===== src/rtl/rr_select_arbiter_pkg.sv =====
// Shared constants and state encoding for the round-robin select arbiter.
package rr_select_arbiter_pkg;
  localparam int N_CH  = 8;
  localparam int SEL_W = 3;

  typedef enum logic {
    EMPTY = 1'b0,
    FULL  = 1'b1
  } state_t;
endpackage


===== src/rtl/rr_pick8.sv =====
// Circular first-set search over 8 requests, starting just after 'last'.
module rr_pick8
  import rr_select_arbiter_pkg::*;
(
  input  logic [N_CH-1:0]  req,
  input  logic [SEL_W-1:0] last,
  output logic             found,
  output logic [SEL_W-1:0] idx
);

  logic [SEL_W-1:0] cand;

  always_comb begin
    found = 1'b0;
    idx   = last;
    cand  = '0;
    // k = 8 wraps back to 'last' itself, so it is considered lowest priority
    for (int unsigned k = 1; k <= 8; k++) begin
      cand = last + SEL_W'(k);
      if (!found && req[cand]) begin
        found = 1'b1;
        idx   = cand;
      end
    end
  end

endmodule


===== src/rtl/rr_select_arbiter.sv =====
// One-slot output register fed by a round-robin grant over 8 channels through an external 8:1 mux.
module rr_select_arbiter
  import rr_select_arbiter_pkg::*;
#(
  parameter int DATA_W = 8,
  parameter int N_CH   = 8
) (
  input  logic              clk,
  input  logic              rst_n,
  input  logic [N_CH-1:0]   req,
  output logic [N_CH-1:0]   gnt,
  output logic [2:0]        select,
  input  logic [DATA_W-1:0] mux_data,
  output logic              out_valid,
  input  logic              out_ready,
  output logic [DATA_W-1:0] out_data,
  output logic [2:0]        out_ch
);

  state_t           state, state_next;
  logic [2:0]       last, sel_hold, pick_idx;
  logic             pick_found, grant;

  rr_pick8 u_pick (
    .req   (req),
    .last  (last),
    .found (pick_found),
    .idx   (pick_idx)
  );

  assign out_valid = (state == FULL);

  // rst_n gates the grant so nothing is consumed while reset is held
  always_comb begin
    state_next = state;
    grant      = rst_n && pick_found && ((state == EMPTY) || out_ready);
    gnt        = '0;
    select     = sel_hold;
    if (grant) begin
      gnt[pick_idx] = 1'b1;
      select        = pick_idx;
      state_next    = FULL;
    end else if ((state == FULL) && out_ready) begin
      state_next = EMPTY;
    end
  end

  always_ff @(posedge clk or negedge rst_n) begin
    if (!rst_n) state <= EMPTY;
    else        state <= state_next;
  end

  // 'last' resets to 7 so the first search begins at channel 0; select itself resets to 0
  always_ff @(posedge clk or negedge rst_n) begin
    if (!rst_n) begin
      last     <= 3'd7;
      sel_hold <= '0;
      out_data <= '0;
      out_ch   <= '0;
    end else if (grant) begin
      last     <= pick_idx;
      sel_hold <= pick_idx;
      out_data <= mux_data;
      out_ch   <= pick_idx;
    end
  end

endmodule


===== config.mk =====
export PLATFORM = sky130hd
export DESIGN_NAME = rr_select_arbiter
export DESIGN_NICKNAME = d
export VERILOG_FILES = /design/src/rtl/rr_select_arbiter_pkg.sv /design/src/rtl/rr_pick8.sv /design/src/rtl/rr_select_arbiter.sv
export SDC_FILE = /design/constraint.sdc
export NUM_CORES = 1
export LEC_CHECK = 0
export ABC_AREA = 1
export BUFFER_PORTS_ARGS = -buffer_cell sky130_fd_sc_hd__buf_2
export CORE_MARGIN = 2
export CORE_UTILIZATION = 59
export CTS_BUF_LIST = sky130_fd_sc_hd__clkbuf_4
export DETAILED_ROUTE_END_ITERATION = 12
export GPL_TIMING_DRIVEN = 0
export PLACE_DENSITY = 0.93
export RECOVER_POWER = 100
export SLEW_MARGIN = 25
export SYNTH_ARGS = -nofsm -noshare
export SYNTH_HDL_FRONTEND = slang
export SYNTH_HIERARCHICAL = 1
export SYNTH_SLANG_ARGS = --single-unit

===== constraint.sdc =====
create_clock -name clk -period 4.6 [get_ports clk]
set_input_delay 0 -clock clk [delete_from_list [all_inputs] [get_ports clk]]
set_output_delay 0 -clock clk [all_outputs]
set_load 0.02 [all_outputs]

==> metrics.txt <==
crit path from last[1]; clk buf depth 2; most common cell after layout, fill and taps aside nand2_1; RSZ-0062 raised after global routing no; reg-to-reg setup timing slack between 1000 and 1500 ps; sequential element share of the synthesized area 0.2937; Setup Viol. Count Final 0; area of the core 2477 um^2; Starting Density 0.6242; DIE AREA slightly above 3000 um^2; Max Clock Skew approximately 2.5 ps; synth top area cells dfrtp_1 (24%), nand2_1 (23%), nand3_1 (13%), dfstp_2 (5.1%), inv_1 (4.4%); Max Cap Viol 0; Final period util 0.8401; yosys warns 6; H-tree Lvls 1; mux cell area share after synthesis 0; Clock Sinks 18; antenna viol nets, final 0; Netlist cell types 32; final hold vios 0; Root Buffer clkbuf_4; status finished clean; fmax 258.8 MHz; detailed-route via count ~1700; hold crit path type in -> reg; crit path max fanout 10; Synth Area in Compound Gates 0.03641; ys flop type dfrtp_1; CTS clk-pin slew, worst paths around 90 ps; TritonCTS clock tree done; clk_lat worst skew slightly below 300 ps; Post-synth EDFFs 0; routed wire length just under 4000 um; Yosys reg bits 18; critical path's slowest cell dfstp_1; Post-Synth Adder-Cell Area 0.01618; initial antenna violation count 0; synthesized area approximately 1500 um^2; Crit Path Category reg -> out; vias in the first global route ~1500; Crit. path cell count 20; std cell rows 18; most frequent cells in the layout nand2_1 (96), nand3_1 (42), clkbuf_1 (21), inv_1 (20), buf_2 (20); wire per inst roughly 12 um; delay-heaviest family, CP simple AND/OR/NAND/NOR gates; post-CTS sizing 0; grt ovf 0; critical path endpoint category output pin; boundary pin count 42; CP Data Required Time between 4000 and 5000 ps; top-area cell type share of the netlist area 0.2427; Mapped Nets 256; Initial DRT Pass Iterations 5; Reg-to-Reg End out_data[0]; Net count, final between 300 and 400; crit-path max cell delay 580 ps; via density per instance between 5 and 6; Synth Instances roughly 240; CP bufs+invs 7; cell taking the most area after synthesis dfrtp_1; Slew Limit Headroom 0.3622; CP Capture Point select[2]; PortBufs just over 40; final RePlAce weighted congestion between 0.9 and 1; syn_area_per_cell 6.581 um^2; share of cells above drive strength 1 0.1972; cells on worst reg2reg path 19; Worst-Margin Slew ~960 ps; ANT cells 0; largest family of logic cells by synthesized area simple AND/OR/NAND/NOR gates; Die Height 55.20 um; area delta synth->final 20.23%; Post-synth ARST share 1.000; Startpoint Class register; post-route minimum period 3865 ps; hold path depth 5; largest net degree at the start of global routing 20; xor/xnor share of the synthesized area 0.01618; post-synthesis simple-gate area fraction 0.5275; Final TNS setup 0 ps; Die Width approximately 55 um; Final Max Tran Viols 0; dpl hpwl just under 3000 um; cts bufs inserted 3; critical path, cell by cell buf_6, inv_2, ha_1, inv_1, nand3_1, nand3_1, nand2_1, inv_1, nand3_1, nor3_1, nand2_1, nor2_1, o211ai_1, nand2_1, inv_1, nand2_1, buf_6, nand2_1, nand2_1, buf_2; worst r2r src last[1]; first-pass GRT wire length roughly 6400 um; DRC viols 0; initial drt markers roughly 70; filler instances 210; worst path arrival time 3860 ps; CP most frequent cell nand2_1; GRT Overall Usage 0.2961
[state kept, by name, indices dropped and copies added, names as in the netlist]
register and count:
last 3, out_ch 3, out_data 8, out_valid 1
sel_hold 3
[per-stage QoR]
| stage | area, um^2 | std cells | util | hold slack (ps) | setup slack, ps |
|---|---|---|---|---|---|
| global placement | 1789 | 306 | 0.7222 | -54.20 | 1489 |
| floorplan | 1546 | 235 | - | -295.6 | 1810 |
| CTS | 1906 | 319 | 0.7692 | 130.6 | 1129 |
| global route | 1859 | 319 | 0.7505 | 141.7 | 382.3 |
| finish | 1859 | 319 | 0.7505 | 124.9 | 735.4 |
| detailed placement | 1789 | 306 | 0.7222 | -50.72 | 1460 |
[per-layer routing]
layer	GRT usage	part of all wire	up-vias	wire, um
li1	-	-	855	-
met1	0.3705	0.41	754	1642
met2	0.5278	0.49	71	1959
met3	0.03763	0.069	12	272
met4	0.09350	0.023	0	93
met5	0	0	-	0
[cells by family (layout without fill, tap and decap cells)]
group                      Yosys count  count (layout)
AOI/OAI and AO/OA                    8               8
xor gates and xnor gates             2               2
adders and majority gates            2               2
buffers and inverters               32              86
DFF                                 18              18
and+or+nand+nor                    173             173
[synth_stat cells, types with 2 or more instances]
| library cell | n |
|---|---|
| nand2_1 | 95 |
| nand3_1 | 41 |
| inv_1 | 18 |
| dfrtp_1 | 15 |
| nor2_1 | 13 |
| inv_2 | 7 |
| nor2_2 | 7 |
| buf_6 | 4 |
| nand2_2 | 4 |
| dfstp_2 | 3 |
| nand4_1 | 3 |
| ha_1 | 2 |
| nand2_4 | 2 |
| nand3_2 | 2 |
| o21bai_1 | 2 |
[worst min-delay path by stage]
stage / end / start / slack, ps
after global routing: out_ch[1] / out_ready / 140
after detailed placement: sel_hold[0] / rst_n / -50
final: last[1] / out_ready / 120
after global placement: sel_hold[0] / rst_n / -50
after floorplan: out_ch[0] / rst_n / -300
after CTS: last[1] / out_ready / 130
[worst min-delay path: stages]
cell	delay, ps
buf_2	100
inv_1	80
nand2_4	70
nand3_2	100
nand2_1	60
[timing repair]
action	4_1_cts	5_1_grt
endpoints found under the hold margin	26	0
hold buffers	9	0
setup buffers	0	0
[cell type report]
type | instances | area, um^2 | share of cell area
Buffer | 6 | 67.56 | 0.03634
Clock buffer | 3 | 22.52 | 0.01211
Clock inverter | 1 | 3.754 | 0.002019
Inverter | 26 | 102.6 | 0.05518
Multi-Input combinational cell | 185 | 902.1 | 0.4852
Sequential cell | 18 | 454.2 | 0.2443
Tap cell | 30 | 37.54 | 0.02019
Timing Repair Buffer | 50 | 269.0 | 0.1447
Power is left out: the tool's default activity adds up to more than one toggle a clock period on the data nets, which glitch-free logic cannot reach.
